`src/rtl/seg7_display_ctrl_pkg.sv`:
```
// Shared definitions for the 7-segment display controller.
//   reg_sel_e : register select decoded from bus_addr_i[3:2]
//   SEG_BLANK : segment pattern with every segment (and dp) off
//   CTRL_MASK : CTRL bits that are stored; all others read back as 0
package seg7_display_ctrl_pkg;

  typedef enum logic [1:0] {
    REG_DATA = 2'b00,
    REG_CTRL = 2'b01,
    REG_LED  = 2'b10,
    REG_NONE = 2'b11
  } reg_sel_e;

  localparam logic [7:0]  SEG_BLANK = 8'hFF;
  localparam logic [31:0] CTRL_MASK = 32'h00FF_FF01;

endpackage

```
`src/rtl/seg7_hex_decode.sv`:
```
// Combinational hex nibble to 7-segment decoder, active-low, bit order g..a.
//   nibble : 4-bit hex value
//   seg    : 7-bit segment pattern, 0 = segment lit
module seg7_hex_decode
  import seg7_display_ctrl_pkg::*;
(
  input  logic [3:0] nibble,
  output logic [6:0] seg
);

  always_comb begin
    seg = '1;
    case (nibble)
      4'h0: seg = 7'h40;
      4'h1: seg = 7'h79;
      4'h2: seg = 7'h24;
      4'h3: seg = 7'h30;
      4'h4: seg = 7'h19;
      4'h5: seg = 7'h12;
      4'h6: seg = 7'h02;
      4'h7: seg = 7'h78;
      4'h8: seg = 7'h00;
      4'h9: seg = 7'h10;
      4'hA: seg = 7'h08;
      4'hB: seg = 7'h03;
      4'hC: seg = 7'h46;
      4'hD: seg = 7'h21;
      4'hE: seg = 7'h06;
      4'hF: seg = 7'h0E;
      default: seg = '1;
    endcase
  end

endmodule

```
`src/rtl/seg7_display_ctrl.sv`:
```
// Memory-mapped 7-segment display / LED output peripheral.
// Registers (word offsets): 0x0 DATA, 0x4 CTRL ([0] enable, [15:8] dp mask,
// [23:16] digit-enable mask), 0x8 LED[15:0], 0xC unmapped.
//   clk, rst    : clock, asynchronous active-high reset
//   bus_ce_i    : transaction select, one transaction per cycle held
//   bus_we_i    : 1 = write, 0 = read
//   bus_addr_i  : byte address, [3:2] picks the register
//   bus_data_i  : write data
//   bus_data_o  : read data, valid with bus_ack_o, else 0
//   bus_ack_o   : one-cycle acknowledge per transaction
//   seg_o       : active-low segments, [7] = dp, [6:0] = g..a
//   an_o        : active-low digit anodes, at most one low
//   led_o       : LED register
module seg7_display_ctrl
  import seg7_display_ctrl_pkg::*;
#(
  parameter int unsigned NUM_DIGITS = 8,
  parameter int unsigned SCAN_DIV   = 50000
) (
  input  logic                  clk,
  input  logic                  rst,
  input  logic                  bus_ce_i,
  input  logic                  bus_we_i,
  input  logic [3:0]            bus_addr_i,
  input  logic [31:0]           bus_data_i,
  output logic [31:0]           bus_data_o,
  output logic                  bus_ack_o,
  output logic [7:0]            seg_o,
  output logic [NUM_DIGITS-1:0] an_o,
  output logic [15:0]           led_o
);

  localparam int unsigned IDX_W = (NUM_DIGITS > 1) ? $clog2(NUM_DIGITS) : 1;
  localparam int unsigned PS_W  = $clog2(SCAN_DIV);

  logic [31:0]           data_q;
  logic [31:0]           ctrl_q;
  logic [15:0]           led_q;
  logic [PS_W-1:0]       presc_q;
  logic [IDX_W-1:0]      idx_q;

  reg_sel_e              sel;
  logic [31:0]           rd_data;
  logic [3:0]            nibble;
  logic [6:0]            hex_seg;
  logic                  lit;
  logic [7:0]            seg_n;
  logic [NUM_DIGITS-1:0] an_n;
  logic                  addr_unused;

  // Byte lanes within a word are not decoded.
  assign addr_unused = ^bus_addr_i[1:0];
  assign sel         = reg_sel_e'(bus_addr_i[3:2]);

  always_comb begin
    rd_data = '0;
    case (sel)
      REG_DATA: rd_data = data_q;
      REG_CTRL: rd_data = ctrl_q;
      REG_LED:  rd_data = {16'h0000, led_q};
      default:  rd_data = '0;
    endcase
  end

  // Register file and bus handshake
  always_ff @(posedge clk or posedge rst) begin
    if (rst) begin
      data_q     <= '0;
      ctrl_q     <= '0;
      led_q      <= '0;
      bus_ack_o  <= 1'b0;
      bus_data_o <= '0;
    end else begin
      bus_ack_o  <= bus_ce_i;
      bus_data_o <= (bus_ce_i && !bus_we_i) ? rd_data : '0;
      if (bus_ce_i && bus_we_i) begin
        case (sel)
          REG_DATA: data_q <= bus_data_i;
          REG_CTRL: ctrl_q <= bus_data_i & CTRL_MASK;
          REG_LED:  led_q  <= bus_data_i[15:0];
          default:  ;
        endcase
      end
    end
  end

  // Scan prescaler and digit index; free-running regardless of enable
  always_ff @(posedge clk or posedge rst) begin
    if (rst) begin
      presc_q <= '0;
      idx_q   <= '0;
    end else if (presc_q == PS_W'(SCAN_DIV - 1)) begin
      presc_q <= '0;
      idx_q   <= (idx_q == IDX_W'(NUM_DIGITS - 1)) ? '0 : idx_q + 1'b1;
    end else begin
      presc_q <= presc_q + 1'b1;
    end
  end

  assign nibble = 4'(data_q >> {idx_q, 2'b00});

  seg7_hex_decode u_hex_decode (
    .nibble (nibble),
    .seg    (hex_seg)
  );

  always_comb begin
    lit   = ctrl_q[0] && ctrl_q[16 + 32'(idx_q)];
    seg_n = SEG_BLANK;
    an_n  = '1;
    if (lit) begin
      seg_n       = {~ctrl_q[8 + 32'(idx_q)], hex_seg};
      an_n[idx_q] = 1'b0;
    end
  end

  // Registered outputs: the whole pattern is taken from one state snapshot,
  // so a mid-scan DATA write never shows a torn digit.
  always_ff @(posedge clk or posedge rst) begin
    if (rst) begin
      seg_o <= SEG_BLANK;
      an_o  <= '1;
    end else begin
      seg_o <= seg_n;
      an_o  <= an_n;
    end
  end

  assign led_o = led_q;

endmodule

```
`config.mk`:
```
export PLATFORM = sky130hd
export DESIGN_NAME = seg7_display_ctrl
export DESIGN_NICKNAME = d
export VERILOG_FILES = /design/src/rtl/seg7_display_ctrl_pkg.sv /design/src/rtl/seg7_hex_decode.sv /design/src/rtl/seg7_display_ctrl.sv
export SDC_FILE = /design/constraint.sdc
export NUM_CORES = 1
export LEC_CHECK = 0
export ABC_AREA = 1
export BUFFER_PORTS_ARGS = -buffer_cell sky130_fd_sc_hd__buf_2
export CAP_MARGIN = 5
export CORE_MARGIN = 2
export CORE_UTILIZATION = 56
export CTS_BUF_LIST = sky130_fd_sc_hd__clkbuf_16
export DETAILED_ROUTE_END_ITERATION = 8
export GPL_ROUTABILITY_DRIVEN = 1
export GPL_TIMING_DRIVEN = 0
export PLACE_DENSITY = 0.88
export RECOVER_POWER = 25
export SYNTH_ARGS = -nofsm -noshare
export SYNTH_HDL_FRONTEND = slang
export SYNTH_SLANG_ARGS = --single-unit
```
`constraint.sdc`:
```
create_clock -name clk -period 5.8 [get_ports clk]
set_input_delay 1.16 -clock clk [delete_from_list [all_inputs] [get_ports clk]]
set_output_delay 1.16 -clock clk [all_outputs]
set_load 0.03 [all_outputs]
```
==> impl_results.md <==
- Outcome: finished, violations left
- Failing checks: max-capacitance violations, max-slew violations
- Largest family of logic cells by synthesized area: simple AND/OR/NAND/NOR gates
- CTS clk-pin slew, worst paths: 0.05 ns
- Primary FF master, synth: dfrtp_1
- Gp weighted congestion: 0.944
- Die Area: around 0.012 mm²
- RSZ-0062 raised after global routing: no
- Setup crit start kind: input pin
- Leading post-synthesis cells by cell area: dfrtp_1 48%, nand2_1 17%, dfstp_2 6.9%, inv_1 5.7%, o21ai_0 5.0%
- CTS root buffer: clkbuf_16
- Most common cell in the netlist: nand2_1
- Initial antenna violation count: 0
- Crit-path slowest cell: clkinvlp_2
- Syn avg cell area: 8.12 µm²
- Post-Synth Adder-Cell Area: 1.85%
- CP cell instances: buf_2 -> clkinvlp_2
- Top cells by count, synth: 275 x nand2_1, 117 x dfrtp_1, 92 x inv_1, 61 x o21ai_0, 43 x nor2_1
- Clk_lat worst skew: 0.42 ns
- Mux contribution to synthesized area: 0%
- Initial DRC Count: 601
- CTS Buf Count: 17
- Delay-heaviest family, CP: buffers and inverters
- Async S/R FF share, synth: between 90% and 100%
- Initial DRT Pass Iterations: 6
- Num Clock Sinks: 133
- Synth area leader: dfrtp_1
- FF+latch count, synth: 133
- Cell area after synthesis: about 0.0061 mm²
- Slew Viols, Final: between 60 and 70
- Worst slack, placed: about 3.2 ns
- CP Max Fanout: 67
- Final worst-path setup slack: 2.91 ns
- Total wire length: 15900 µm
- Number of global-route vias before repair: 5397
- Core Area: 0.0107 mm²
- Max VDD drop: about 0.19 mV
- Max_slew headroom: -95.1%
- Yosys warns: 0
- GRT Overall Usage: 29.0%
- Clk buf depth: 2
- Worst path depth: 2
- Die H: approximately 110 µm
- Cell variety after synth: 28
- CTS tree: done
- Max-cap violations: 1
- Share of cells above drive strength 1: between 20 and 25%
- Clock Skews: 0.00471 ns
- Leakage power: 3.99 nW
- Antenna violation net count after detailed routing: 0
- Top Ports: 105
- Vias/cell: 5.51
- # nets final: 919
- Post-Synth XOR/XNOR Area: 0.721%
- Post-synth EDFFs: 0
- Crit path capture type: asynchronous set/reset pin
- Sequential-to-total area share from yosys stat: 55.1%
- Num rows: 38
- Layout overhead on the synthesized area: 21.6%
- FMAX: roughly 350 MHz
- First-pass GRT wire length: 25900 µm
- DP HPWL: 10600 µm
- Routed via count: 5632
- Hold depth: 1
- Synth Instances: 748
- Area share of the largest cell type after synthesis: 48.2%
- Kind of critical path: in -> async
- # fillers: 798
- Final Util: just under 70%
- Congestion Overflow GR: 0
- Synth Area in Simple Gates: around a quarter
- Largest net degree at the start of global routing: between 60 and 70
- Setup-failing EPs final: 0
- Crit path DAT: 2.94 ns
- Initial Util: 56.8%
- H-tree depth: 4
- Post-CTS sizing: 0
- Final worst path period need: 2.89 ns
- CP required: 5.86 ns
- Port buffer count: around 100
- Synth Net Count: between 700 and 800
- Total Neg Setup Slack: 0 ns
- Die X: about 110 µm
- Pwr/cell area: 355 mW/mm²
- Synth Area in Compound Gates: approximately 8.1%
- Final hold violation count: 0
- Tot Pwr: 0.00262 W
- R2R cell count: 12
- Residual DRC: 0
- Slew @ Worst Pin: 2.91 ns
- Critical path buffer and inverter count: 2
- Min Hold Slack: about 0.47 ns
- WL/cell: 15.6 µm
- Final worst-path cycle share: 49.7%
- Antenna diode count: 0
- Max stage delay on crit path: around 1.6 ns
- Hold_buf cts: 0
- Post-CTS Setup Inserts: 0
- HP Class: reg -> reg
==> layer usage <==
layer,wire length (µm),track usage [%],part of all wire (%)
met1,6210,36.8,39
met2,7650,46.6,48
met3,1470,7.66,9.2
met4,583,13.9,3.7
met5,0,0,0
==> report_power, final <==
group          total (W)  switching [W]  leakage (nW)  internal (W)
clock            0.00110       0.000419         0.292      0.000679
combinational   0.000415       0.000289          2.02      0.000127
sequential       0.00111      0.0000734          1.67       0.00103
total            0.00262       0.000781          3.99       0.00184
==> layout by cell type, fill, tap and decap left out, types with 7 or more instances in the layout <==
cell       instances
nand2_1          276
dfrtp_1          117
buf_2            103
inv_1             93
o21ai_0           61
nor2_1            43
nand3_1           29
a21oi_1           25
clkbuf_1          22
clkbuf_16         17
dfstp_2           16
nor3_1            11
ha_1               9
inv_2              7
==> through the flow <==
step	instances	cell area, µm²
final	1023	7390
after global routing	1023	7390
after CTS	1023	7400
after detailed placement	991	6800
after global placement	990	6760
after floorplan	748	6080
==> registers in the layout, summed over array words and instances (netlist names) <==
signal / cells
an_o: 8
idx_q: 3
bus_ack_o: 1
seg_o: 8
data_q: 32
bus_data_o: 32
led_o: 16
presc_q: 16
ctrl_q: 17
==> final cells by class <==
cell class | count | area (µm²) | share of cell area [%]
clock buffer | 17 | 425 | 5.76
buffer | 28 | 130 | 1.76
tap | 140 | 175 | 2.37
inverter | 100 | 377 | 5.10
clock inverter | 15 | 183 | 2.47
multi-input combinational | 487 | 2210 | 30.0
sequential | 133 | 3350 | 45.3
timing repair buffer | 103 | 537 | 7.27
==> worst paths after layout <==
path                            slack, ns       start              to
max in group clk                     3.38    idx_q[0]        seg_o[3]
worst max register to register       3.38    idx_q[0]        seg_o[3]
worst min register to register       0.47  presc_q[0]      presc_q[0]
worst min-delay path                 0.47  presc_q[0]      presc_q[0]
worst max-delay path                 2.91         rst  bus_data_o[20]
min in group asynchronous            1.56         rst        led_o[3]
==> kinds of logic (layout without fill, tap and decap cells) <==
| logic type | after synthesis | count (layout) |
|---|---|---|
| adders and majority gates | 9 | 9 |
| buffers and inverters | 128 | 263 |
| AOI/OAI and AO/OA | 94 | 94 |
| DFF | 133 | 133 |
| xor gates and xnor gates | 5 | 5 |
| and+or+nand+nor | 379 | 379 |
Power figures use the tool's default switching activity.
